## src/rtl/store_buffer_if.sv

```systemverilog
// store_buffer_if: core store/load snoop port and memory drain port of the store buffer.
interface store_buffer_if #(parameter int PTRW = 2);
  logic            st_valid;
  logic [31:0]     st_addr;
  logic [31:0]     st_data;
  logic [3:0]      st_be;
  logic            st_ready;
  logic            ld_valid;
  logic [31:0]     ld_addr;
  logic [3:0]      ld_be;
  logic            ld_hit;
  logic            ld_conflict;
  logic [31:0]     ld_fwd_data;
  logic            mem_wvalid;
  logic [31:0]     mem_waddr;
  logic [31:0]     mem_wdata;
  logic [3:0]      mem_wbe;
  logic            mem_wready;
  logic            empty;
  logic [PTRW:0]   count;
  modport master (
    output st_valid, st_addr, st_data, st_be, ld_valid, ld_addr, ld_be, mem_wready,
    input  st_ready, ld_hit, ld_conflict, ld_fwd_data, mem_wvalid, mem_waddr, mem_wdata,
           mem_wbe, empty, count
  );
  modport slave (
    input  st_valid, st_addr, st_data, st_be, ld_valid, ld_addr, ld_be, mem_wready,
    output st_ready, ld_hit, ld_conflict, ld_fwd_data, mem_wvalid, mem_waddr, mem_wdata,
           mem_wbe, empty, count
  );
endinterface

```

## src/rtl/store_buffer.sv

```systemverilog
// store_buffer: posted-write FIFO draining to memory in order, with byte-merged load forwarding.
module store_buffer #(
  parameter int DEPTH = 4,
  parameter int PTRW  = 2
) (
  input  logic           clk,
  input  logic           reset,
  store_buffer_if.slave  bus
);
  logic [29:0]     addr_q [DEPTH];
  logic [31:0]     data_q [DEPTH];
  logic [3:0]      be_q   [DEPTH];
  logic [DEPTH-1:0] vld_q, vld_d;
  logic [PTRW-1:0] wr_ptr_q, wr_ptr_d, rd_ptr_q, rd_ptr_d, idx;
  logic [PTRW:0]   count_q, count_d;
  logic            push, pop;
  logic [3:0]      cov;
  logic [31:0]     fwd;
  logic            unused;
  assign unused = ^{bus.st_addr[1:0], bus.ld_addr[1:0]};
  assign bus.st_ready   = count_q != (PTRW+1)'(DEPTH);
  assign bus.mem_wvalid = count_q != '0;
  assign bus.empty      = count_q == '0;
  assign bus.count      = count_q;
  assign bus.mem_waddr  = {addr_q[rd_ptr_q], 2'b00};
  assign bus.mem_wdata  = data_q[rd_ptr_q];
  assign bus.mem_wbe    = be_q[rd_ptr_q];
  assign push = bus.st_valid & bus.st_ready;
  assign pop  = bus.mem_wvalid & bus.mem_wready;
  always_comb begin
    wr_ptr_d = push ? wr_ptr_q + PTRW'(1) : wr_ptr_q;
    rd_ptr_d = pop ? rd_ptr_q + PTRW'(1) : rd_ptr_q;
    count_d  = count_q + (PTRW+1)'(push) - (PTRW+1)'(pop);
    vld_d    = vld_q;
    if (pop) vld_d[rd_ptr_q] = 1'b0;
    if (push) vld_d[wr_ptr_q] = 1'b1;
  end
  always_ff @(posedge clk) begin
    if (reset) begin
      wr_ptr_q <= '0;
      rd_ptr_q <= '0;
      count_q  <= '0;
      vld_q    <= '0;
    end else begin
      wr_ptr_q <= wr_ptr_d;
      rd_ptr_q <= rd_ptr_d;
      count_q  <= count_d;
      vld_q    <= vld_d;
    end
  end
  always_ff @(posedge clk) begin
    if (push) begin
      addr_q[wr_ptr_q] <= bus.st_addr[31:2];
      data_q[wr_ptr_q] <= bus.st_data;
      be_q[wr_ptr_q]   <= bus.st_be;
    end
  end
  // Walk entries oldest to youngest so younger matching lanes overwrite older ones.
  always_comb begin
    cov = '0;
    fwd = '0;
    idx = rd_ptr_q;
    for (int k = 0; k < DEPTH; k++) begin
      idx = rd_ptr_q + PTRW'(k);
      for (int b = 0; b < 4; b++) begin
        if (vld_q[idx] && addr_q[idx] == bus.ld_addr[31:2] && be_q[idx][b]) begin
          cov[b]        = 1'b1;
          fwd[8*b +: 8] = data_q[idx][8*b +: 8];
        end
      end
    end
  end
  assign bus.ld_fwd_data = fwd;
  assign bus.ld_hit      = bus.ld_valid & ~|(bus.ld_be & ~cov) & |(bus.ld_be & cov);
  assign bus.ld_conflict = bus.ld_valid & |(bus.ld_be & ~cov) & |(bus.ld_be & cov);
endmodule

```

## src/flat_wrapper.sv

```systemverilog
// flat-port wrapper written by rule: the top's interface ports become plain ports
module store_buffer_flat 
#(
  parameter int DEPTH = 4,
  parameter int PTRW  = 2
)
  (clk, reset, bus_st_valid, bus_st_addr, bus_st_data, bus_st_be, bus_ld_valid, bus_ld_addr, bus_ld_be, bus_mem_wready, bus_st_ready, bus_ld_hit, bus_ld_conflict, bus_ld_fwd_data, bus_mem_wvalid, bus_mem_waddr, bus_mem_wdata, bus_mem_wbe, bus_empty, bus_count);
  store_buffer_if #(.PTRW(PTRW)) bus_i ();
  input  logic clk;
  input  logic reset;
  input wire logic [$bits(bus_i.st_valid)-1:0] bus_st_valid;
  input wire logic [$bits(bus_i.st_addr)-1:0] bus_st_addr;
  input wire logic [$bits(bus_i.st_data)-1:0] bus_st_data;
  input wire logic [$bits(bus_i.st_be)-1:0] bus_st_be;
  input wire logic [$bits(bus_i.ld_valid)-1:0] bus_ld_valid;
  input wire logic [$bits(bus_i.ld_addr)-1:0] bus_ld_addr;
  input wire logic [$bits(bus_i.ld_be)-1:0] bus_ld_be;
  input wire logic [$bits(bus_i.mem_wready)-1:0] bus_mem_wready;
  output wire logic [$bits(bus_i.st_ready)-1:0] bus_st_ready;
  output wire logic [$bits(bus_i.ld_hit)-1:0] bus_ld_hit;
  output wire logic [$bits(bus_i.ld_conflict)-1:0] bus_ld_conflict;
  output wire logic [$bits(bus_i.ld_fwd_data)-1:0] bus_ld_fwd_data;
  output wire logic [$bits(bus_i.mem_wvalid)-1:0] bus_mem_wvalid;
  output wire logic [$bits(bus_i.mem_waddr)-1:0] bus_mem_waddr;
  output wire logic [$bits(bus_i.mem_wdata)-1:0] bus_mem_wdata;
  output wire logic [$bits(bus_i.mem_wbe)-1:0] bus_mem_wbe;
  output wire logic [$bits(bus_i.empty)-1:0] bus_empty;
  output wire logic [$bits(bus_i.count)-1:0] bus_count;
  assign bus_i.st_valid = bus_st_valid;
  assign bus_i.st_addr = bus_st_addr;
  assign bus_i.st_data = bus_st_data;
  assign bus_i.st_be = bus_st_be;
  assign bus_i.ld_valid = bus_ld_valid;
  assign bus_i.ld_addr = bus_ld_addr;
  assign bus_i.ld_be = bus_ld_be;
  assign bus_i.mem_wready = bus_mem_wready;
  assign bus_st_ready = bus_i.st_ready;
  assign bus_ld_hit = bus_i.ld_hit;
  assign bus_ld_conflict = bus_i.ld_conflict;
  assign bus_ld_fwd_data = bus_i.ld_fwd_data;
  assign bus_mem_wvalid = bus_i.mem_wvalid;
  assign bus_mem_waddr = bus_i.mem_waddr;
  assign bus_mem_wdata = bus_i.mem_wdata;
  assign bus_mem_wbe = bus_i.mem_wbe;
  assign bus_empty = bus_i.empty;
  assign bus_count = bus_i.count;
  store_buffer #(.DEPTH(DEPTH), .PTRW(PTRW)) u_core (.clk(clk), .reset(reset), .bus(bus_i));
endmodule
```

## config.mk

```make
export PLATFORM = sky130hd
export DESIGN_NAME = store_buffer_flat
export DESIGN_NICKNAME = d
export VERILOG_FILES = /design/src/rtl/store_buffer_if.sv /design/src/rtl/store_buffer.sv /design/src/flat_wrapper.sv
export SDC_FILE = /design/constraint.sdc
export NUM_CORES = 1
export LEC_CHECK = 0
export CORE_ASPECT_RATIO = 1.1
export CORE_MARGIN = 2
export CORE_UTILIZATION = 30
export DETAILED_ROUTE_END_ITERATION = 6
export PLACE_DENSITY = 0.61
export SETUP_SLACK_MARGIN = 0.15
export SYNTH_ARGS = -nofsm -noshare
export SYNTH_HDL_FRONTEND = slang
export SYNTH_SLANG_ARGS = --single-unit
```

## constraint.sdc

```tcl
create_clock -name clk -period 5 [get_ports clk]
set_input_delay 1 -clock clk [delete_from_list [all_inputs] [get_ports clk]]
set_output_delay 1 -clock clk [all_outputs]
set_load 0.02 [all_outputs]
```

# After elaboration in Yosys (flattened, before gate mapping)
# Memories as Yosys holds them, arrays and structs flattened. A register that Yosys moved wholly into a read port is not among the register bits.
# Cells that the tools add are included.
# W data, S select, Z words.
[classes] magnitude_cmp=7 addsub=6 n_eq_ne=5 n_reduce_logical=27 muxes=54 bitwise_logic=12
[ops] cell="$mux W8" n=16
[ops] cell="$eq A30 B30 Y1" n=4
[ops] cell="$mux W1" n=24
[ops] cell="$logic_and A1 B1 Y1" n=22
[ops] cell="$lt A2 B3 Y1 const B" n=5
[ops] cell="$and A4 B4 Y4" n=3
[ops] cell="$mux W2" n=6
[ops] cell="$bmux W1 S2" n=4
[ops] cell="$mux W4" n=2
[ops] cell="$not A4 Y4" n=2
[ops] cell="$reduce_or A4 Y1" n=2
[ops] cell="$and A1 B1 Y1" n=6
[ops] cell="$add A2 B1 Y2 const B" n=2
[ops] cell="$add A2 B2 Y2 const B" n=2
[ops] cell="$demux W1 S2" n=2
[ops] cell="$ge A2 B1 Y1 const B" n=2
[ops] cell="$or A4 B4 Y4" n=1
[ops] cell="$add A3 B1 Y3" n=1
[ops] cell="$logic_not A3 Y1" n=1
[ops] cell="$ne A3 B3 Y1 const B" n=1
[ops] cell="$reduce_bool A3 Y1" n=1
[ops] cell="$sub A3 B1 Y3" n=1
[ops] cell="$logic_not A1 Y1" n=1
[word_totals] in_bits=109 wordCells=118 out_inout_bits=108 ram_bits=264 reg_bits=11 memories=3
[mem_list] name="u_core.data_q" depth=4 word_bits=32 read_ports=4 rd_clocked_by_memory_dff=1 wr=1 line="store_buffer.sv:11" text="logic [31:0] data_q [DEPTH];"
[mem_list] name="u_core.addr_q" depth=4 word_bits=30 read_ports=4 rd_clocked_by_memory_dff=1 wr=1 line="store_buffer.sv:10" text="logic [29:0] addr_q [DEPTH];"
[mem_list] name="u_core.be_q" depth=4 word_bits=4 read_ports=4 rd_clocked_by_memory_dff=1 wr=1 line="store_buffer.sv:12" text="logic [3:0] be_q [DEPTH];"

# Longest topological paths before layout
# Gate-level depths: netlist of the first run.
[depth] ltp_word=14 ltp_mapped=17 mapped_depth_nobuf=11

# Least setup slack after synthesis of the first run
# OpenSTA, ideal clock, no wires.
[synth_path] path_kind="reg-to-output" start="reg u_core.rd_ptr_q[0]" end="out bus_ld_hit" slack_ns=-0.255 required_time_ns=4.000 n_path_buf=6 path_stages_with_launch=18 arrival_ns=4.255 path_cell_list="dfxtp_1 > buf_4 > buf_6 > buf_6 > buf_4 > inv_1 > ha_1 > inv_1 > clkbuf_1 > buf_1 > o21ai_0 > nor3_1 > a21oi_1 > nor4_1 > nand3_1 > a41oi_1 > o41ai_1 > nor3_1"
[synth_between] elab_cells_between_ends=60 cone_classes="add/sub (3); eq/ne (3); mux (24); bitwise (5); reduce/logical (23); memory (2)"
[synth_lines] element="start: declaration" line="store_buffer.sv:14" text="logic [PTRW-1:0] wr_ptr_q, wr_ptr_d, rd_ptr_q, rd_ptr_d, idx;"
[synth_lines] element="start signal: assignment" line="store_buffer.sv:46" text="rd_ptr_q <= rd_ptr_d;"
[synth_lines] element="$add A2 B2 Y2 *" line="store_buffer.sv:64" text="idx = rd_ptr_q + PTRW'(k);"
[synth_lines] element="named net u_core.idx[0]" line="store_buffer.sv:14"
[synth_lines] element="$mem_v2 Z4 W30 or $bmux W1 S2 (tied branches)"
[synth_lines] element="$eq A30 B30 Y1 or $mux W1 (tied branches)" line="store_buffer.sv:66" text="if (vld_q[idx] && addr_q[idx] == bus.ld_addr[31:2] && be_q[idx][b]) begin"
[synth_lines] element="$logic_and A1 B1 Y1 (2 in series)" line="store_buffer.sv:66"
[synth_lines] element="$mux W1" line="store_buffer.sv:66"
[synth_lines] element="$not A4 Y4" line="store_buffer.sv:74" text="assign bus.ld_hit = bus.ld_valid & ~|(bus.ld_be & ~cov) & |(bus.ld_be & cov);"
[synth_lines] element="$and A4 B4 Y4" line="store_buffer.sv:74"
[synth_lines] element="$reduce_or A4 Y1" line="store_buffer.sv:74"
[synth_lines] element="$logic_not A1 Y1" line="store_buffer.sv:74"
[synth_lines] element="$and A1 B1 Y1" line="store_buffer.sv:74"
[synth_lines] element="$and A1 B1 Y1 *" line="store_buffer.sv:74"
[synth_lines] element="end: declaration" line="flat_wrapper.sv:20" text="output wire logic [$bits(bus_i.ld_hit)-1:0] bus_ld_hit;"
# The timed path passes the listed nets; every way through them passes the cells marked *. The select of a mux whose other input is x is not followed.

==> results of run 1 <==
-- timing repair --
action / 4_1_cts / 5_1_grt
endpoints found under the setup margin: 34 / 34
cloned: 3 / 4
pin swaps: 25 / 22
buffers inserted: 17 / 14
resized for setup: 190 / 100
-- registers in the layout (all words and copies together) (netlist names), named ones only --
| register | flops |
|---|---|
| u_core.data_q | 128 |
| u_core.addr_q | 120 |
| u_core.be_q | 16 |
| u_core.vld_q | 4 |
| u_core.bus.count | 3 |
| u_core.rd_ptr_q | 2 |
| u_core.wr_ptr_q | 2 |
-- path summary, 6_finish.rpt --
path	from	to	slack, ps	cells after the start
worst min register to register	u_core.vld_q[3]	u_core.vld_q[3]	560	2
worst max register to register	u_core.bus.count[1]	u_core.bus.count[2]	2450	10
worst max-delay path	register	bus_ld_fwd_data[31]	-220	13
worst min-delay path	u_core.vld_q[3]	u_core.vld_q[3]	560	2
-- layer usage --
layer,GRT usage (%),vias to the layer above
li1,-,6290
met1,25.5,7174
met2,34.8,463
met3,3.09,102
met4,5.87,14
met5,0,-
-- power by group through the flow --
stage / sequential, mW / combinational [mW] / clock, mW
6_report: 3.04 / 6.22 / 2.39
3_3_place_gp: 3.05 / 5.68 / 0
2_1_floorplan: 3.02 / 3.60 / 0
5_1_grt: 3.06 / 6.60 / 2.52
4_1_cts: 3.04 / 6.01 / 2.43
3_5_place_dp: 3.07 / 5.73 / 0
-- metrics by stage --
| stage | setup slack [ps] | setup TNS, ps |
|---|---|---|
| global route | -397 | -10330 |
| detailed placement | -1020 | -30940 |
| finish | -223 | -5140 |
| floorplan | 156 | 0 |
| global placement | -980 | -30570 |
| CTS | -258 | -6120 |
-- placed cells by master, fill, tap and decap left out, types with 21 or more instances in the layout --
cell type and count:
mux2i_1 160, xnor2_1 77, mux4_2 119, nand4_1 25, a21oi_1 93, mux2_2 46, nor2_1 126, inv_1 23
buf_4 235, clkdlybuf4s50_1 172, edfxtp_1 264, buf_6 35, clkbuf_16 35, o21ai_0 21
-- cell type report --
cell class	instances	share of cell area (%)
Sequential cell	277	33.5
Timing Repair Buffer	478	18.6
Tap cell	760	3.88
Clock inverter	21	1.07
Clock buffer	37	3.26
Inverter	26	0.398
Multi-Input combinational cell	966	39.3
Antenna cell	2	0.0204
-- cell families after synthesis --
kind of cell / count (synthesis) / synth area share (%)
buf+inv: 141 / 3.78
xor+xnor: 99 / 4.84
simple gates: 260 / 7.33
compound gates: 247 / 9.47
mux: 347 / 28.1
fa+ha+maj: 11 / 0.810
flops: 277 / 45.7
other cells: 1 / 0.0209
-- critical path, cell delays in order (launching register included) --
cell and delay, ps:
dfxtp_4 390, buf_12 160, mux4_2 530, nand2b_1 100, o21ai_0 210, or4_4 590, or4_4 580, a311oi_4 240
buf_6 190, buf_4 110, o2bb2ai_1 100, mux2i_1 90, a21oi_1 160, buf_4 170
==> reports/metrics.csv, run 1 <==
stage,metric,value,unit
route,# DRC,0,
route,post-DR vias/cell,5.47,
power,Seq pwr share,26.1,%
job,MaxCap Viol Count,0,
route,Max Used Layer,met5,
placement,Final HPWL DP,45.6,mm
clock_network,Clock transition at path regs,60,ps
power,Power Density,475,nW/um^2
floorplan,Die X-Extent,237,um
global_route,pin count of the biggest net entering global routing,70,
sta,post-route clock skew,15.4,ps
route,Initial DRT Pass Iterations,5,
clock_network,H-Tree Depth,1,
floorplan,core area,58800,sq um
setup_path,Startpoint Class,register,
layout,final net count,1900,
setup_path,crit end category,output pin,
run_status,run status,"finished, violations left",
floorplan,Die Y,260,um
route,DRT met1 WL,26.6,mm
synthesis,most frequent cells after synthesis,"edfxtp_1, mux2i_1, nor2_1, mux4_2, a21oi_1",
clock_network,Clock Tree Buf Depth,3,
synthesis,top post-synthesis cells by area,"edfxtp_1, mux4_2, mux2i_1",
placement,placed inst area,22400,sq um
synthesis,sequential area share after synthesis,45.7,%
clock_network,later-pin clock latency in the skew report,600,ps
clock_network,TritonCTS Buffers,31,
sta,Final Hold Viols,0,
global_route,Congestion Overflow GR,0,
layout,Finished Core Util,41.7,%
sta,Final Setup Violations,34,
layout,Area Overhead vs Synth,36.8,%
clock_network,total clock sinks,277,
sta,worst setup margin,-223,ps
global_route,Total Routing Usage GR,19.9,%
clock_network,clk root buf,clkbuf_16,
clock_network,CTS Hold Bufs,0,
floorplan,Starting Density,30.5,%
power,total power,11.6,mW
sta,min cycle time layout,5220,ps
synthesis,post-synth top area cell,edfxtp_1,
synthesis,area share of the largest cell type after synthesis,44.2,%
setup_path,crit path kind,reg -> out,
synthesis,distinct cell type count after synthesis,72,
power,Switching Fraction,38.2,%
synthesis,YS warnings,0,
synthesis,ys async rst share,0,%
sta,Max-slew headroom,52.5,%
global_route,first-pass GRT wire length,92.1,mm
power,clock power share,20.5,%
floorplan,# rows,93,
setup_path,arrival time worst endpoint,4220,ps
synthesis,synthesis-stage register bit count,277,
route,Routed Antenna Nets,0,
synthesis,Mapped Cells,1383,
placement,Inst Count DP,2469,
layout,multi-input logic area,9620,sq um
synthesis,Synth Flop Type,edfxtp_1,
layout,Final Non-Filler Cells,2567,
synthesis,Mean Syn Cell Area,13.0,sq um
sta,hold slack,557,ps
synthesis,top-count cell post-synth,edfxtp_1,
layout,layout cells sized above 1,35.0,%
setup_path,CP max FO,9,
setup_path,Worst EP required,4000,ps
power,peak supply drop,0.000333,V
placement,IO buf count,210,
sta,worst slew pin tran,712,ps
power,P_leak,8.49,nW
sta,Final Max Tran Viols,0,
global_route,vias in the first global route,14400,
run_status,failing checks,setup timing,
route,routed wl met3,3.73,mm
layout,fillers,5384,
floorplan,die footprint,61700,sq um
sta,RSZ-0062 raised after global routing,true,
sta,fmax,0.191,GHz
layout,register area,8200,sq um
global_route,initial antenna violation count,9,
route,drt initial violations,960,
route,Final Routed Wirelength,63.7,mm
synthesis,"Cell Area, Synth",17900,sq um
floorplan,# IOs,217,
power,Int Power,7.20,mW
route,routed len/inst,24.8,um
power,P_sw,4.45,mW
worst_hold_path,worst hold path class,reg -> reg,
sta,Final Cycle Share,104,%
synthesis,Post-synth EDFFs,264,
power,part of the power in combinational logic,53.4,%
placement,Final GP Congestion,0.913,
route,Vias,14000,
clock_network,CTS tree,done,
layout,Finished Cell Area,24500,sq um
route,met2 wire len,31.4,mm
(Power assumes the default switching activity.)
==> inputs of run 2 (changes only) <==
--- a/config.mk
+++ b/config.mk
@@ -6,9 +6,10 @@
 export NUM_CORES = 1
 export LEC_CHECK = 0
 export CORE_ASPECT_RATIO = 1.1
-export CORE_MARGIN = 2
+export CORE_MARGIN = 5
 export CORE_UTILIZATION = 30
 export DETAILED_ROUTE_END_ITERATION = 6
+export GPL_TIMING_DRIVEN = 0
 export PLACE_DENSITY = 0.61
 export SETUP_SLACK_MARGIN = 0.15
 export SYNTH_ARGS = -nofsm -noshare
==> run 2 against run 1 <==
  * The flow still finishes with violations (setup timing)
  * Critical path depth increased by 6
  * Sequential cell count unchanged
  * First-iteration DRC count increased by 57%
  * Die area rose by 4.9%
  * Sequential power hardly changed
  * Largest power group unchanged
==> reports/metrics.csv, run 2 (synthesis results as in run 1) <==
stage,metric,value,unit,change
layout,"commonest non-fill, non-tap cell in the layout",edfxtp_1,,unchanged
clock_network,Clock transition at path regs,60,ps,about the same
sta,Final Setup Violations,34,,unchanged
clock_network,CTS tree,done,,unchanged
layout,final net count,1779,,was 1900
floorplan,# rows,94,,was 93
sta,Final Hold Viols,0,,unchanged
sta,worst slew pin tran,1040,ps,was 712 ps
setup_path,Worst EP required,4000,ps,about the same
global_route,initial antenna violation count,9,,unchanged
clock_network,total clock sinks,277,,unchanged
clock_network,H-Tree Depth,1,,unchanged
power,part of the power in combinational logic,54.6,%,was 53.4%
route,Initial DRT Pass Iterations,6,,was 5
sta,hold slack,568,ps,was 557 ps
route,drt initial violations,1510,,was 960
placement,placed inst area,20900,sq um,was 22400 sq um
route,# DRC,0,,unchanged
layout,Largest Register,u_core.data_q,,unchanged
global_route,Congestion Overflow GR,0,,unchanged
power,Switching Fraction,41.3,%,was 38.2%
sta,Max-slew headroom,29.9,%,was 52.5%
sta,fmax,0.179,GHz,was 0.191 GHz
setup_path,crit end category,output pin,,unchanged
sta,min cycle time layout,5580,ps,was 5220 ps
clock_network,clk root buf,clkbuf_16,,unchanged
setup_path,flop2flop setup slack,1630,ps,was 2450 ps
power,peak supply drop,0.000259,V,was 0.000333 V
layout,biggest regs,"u_core.data_q: 128 flops, u_core.addr_q: 120 flops, u_core.be_q: 16 flops",,unchanged
floorplan,Starting Density,30.1,%,was 30.5%
job,MaxCap Viol Count,0,,unchanged
layout,layout cells sized above 1,31.2,%,was 35.0%
power,P_sw,4.78,mW,was 4.45 mW
global_route,vias in the first global route,14300,,was 14400
power,Int Power,6.78,mW,was 7.20 mW
run_status,run status,"finished, violations left",,unchanged
clock_network,Clock Tree Buf Depth,3,,unchanged
sta,post-route clock skew,10.0,ps,was 15.4 ps
power,clock power share,19.3,%,was 20.5%
route,Routed Antenna Nets,0,,unchanged
placement,"worst slack, placed",-2330,ps,was -1020 ps
worst_hold_path,worst hold path class,reg -> reg,,unchanged
placement,Final HPWL DP,50.8,mm,was 45.6 mm
power,total power,11.6,mW,about the same
floorplan,Die X-Extent,243,um,was 237 um
clock_network,later-pin clock latency in the skew report,600,ps,about the same
layout,"commonest non-fill, non-tap cells in the layout","edfxtp_1, mux2i_1, clkdlybuf4s50_1",,"was edfxtp_1, buf_4, clkdlybuf4s50_1"
global_route,first-pass GRT wire length,100,mm,was 92.1 mm
setup_path,arrival time worst endpoint,4580,ps,was 4220 ps
floorplan,core area,59500,sq um,was 58800 sq um
route,post-DR vias/cell,5.80,,was 5.47
clock_network,TritonCTS Buffers,30,,was 31
route,routed len/inst,28.7,um,was 24.8 um
power,P_leak,7.76,nW,was 8.49 nW
power,Seq pwr share,26.2,%,was 26.1%
layout,Finished Cell Area,23700,sq um,was 24500 sq um
setup_path,crit path kind,reg -> out,,unchanged
placement,Final GP Congestion,0.943,,was 0.913
sta,Final Max Tran Viols,0,,unchanged
run_status,failing checks,setup timing,,unchanged
layout,max reg flops,128,,unchanged
route,Final Routed Wirelength,70.4,mm,was 63.7 mm
clock_network,CTS Hold Bufs,0,,unchanged
setup_path,CP max FO,6,,was 9
global_route,Total Routing Usage GR,20.6,%,was 19.9%
sta,Final Cycle Share,112,%,was 104%
global_route,pin count of the biggest net entering global routing,50,,was 70
floorplan,Die Y,266,um,was 260 um
layout,Area Overhead vs Synth,32.3,%,was 36.8%
power,Power Density,487,nW/um^2,was 475 nW/um^2
sta,RSZ-0062 raised after global routing,true,,unchanged
floorplan,die footprint,64700,sq um,was 61700 sq um
placement,IO buf count,185,,was 210
sta,worst setup margin,-584,ps,was -223 ps
setup_path,Startpoint Class,register,,unchanged
floorplan,# IOs,217,,unchanged
route,Vias,14200,,was 14000
## run 2: path summary, 6_finish.rpt
check,startpoint,endpoint,cells after the start
worst min register to register,u_core.wr_ptr_q[1],u_core.wr_ptr_q[1],2
worst max register to register,u_core.rd_ptr_q[0],register,14
worst max-delay path,u_core.rd_ptr_q[0],bus_ld_fwd_data[7],19
worst min-delay path,u_core.wr_ptr_q[1],u_core.wr_ptr_q[1],2
## run 2: stage by stage
step	TNS, ps	instances	utilization [%]
4_1_cts	-14910	2442	39.2
6_report	-15280	2451	39.8
2_1_floorplan	0	1384	-
3_3_place_gp	-139590	2337	35.0
5_1_grt	-18590	2451	39.8
3_5_place_dp	-89420	2341	35.2
## run 2: power by group through the flow
stage,Sequential [mW],Clock [mW],Combinational (mW)
final,3.02,2.23,6.31
after global routing,3.04,2.36,6.59
after CTS,3.01,2.27,6.13
after detailed placement,3.06,0,5.63
after global placement,3.08,0,5.58
after floorplan,3.02,0,3.60
## run 2: area by class of cell
| cell class | instances | area, sq um |
|---|---|---|
| flip-flops and latches | 277 | 8190 |
| plain buffers | 115 | 816 |
| clock buffers | 34 | 766 |
| inverters | 26 | 105 |
| clock inverters | 21 | 211 |
| multi-input cells | 967 | 10100 |
| fillers | 5565 | 35800 |
| well taps | 768 | 961 |
| repair buffers | 242 | 2590 |
| diodes | 1 | 2.50 |
## run 2: critical path, cell delays in order, from the launching register on
cell       delay, ps
dfxtp_2          330
buf_6            130
buf_12           130
buf_4            140
buf_12           120
buf_4            130
mux2i_1          190
xor2_1           420
a41oi_1          210
or3_4            440
a2111oi_4        350
buf_6            180
buf_12           130
nand4_4          180
buf_12           200
buf_16           130
nand3_2           60
a31oi_1           80
mux2_4           290
buf_6            140
## run 2: per-layer routing
metal	up-vias	wire length, um	global-route usage [%]
met1	7266	28300	26.7
met4	16	2350	6.75
met3	136	5890	4.56
met5	-	97	0
met2	726	33700	34.4
li1	6062	-	-
## run 2: what timing repair did
item,4_1_cts,5_1_grt
buffers inserted,43,8
pin swaps,63,30
gates resized for setup,378,63
setup endpoints to repair,72,61
cloned,3,0
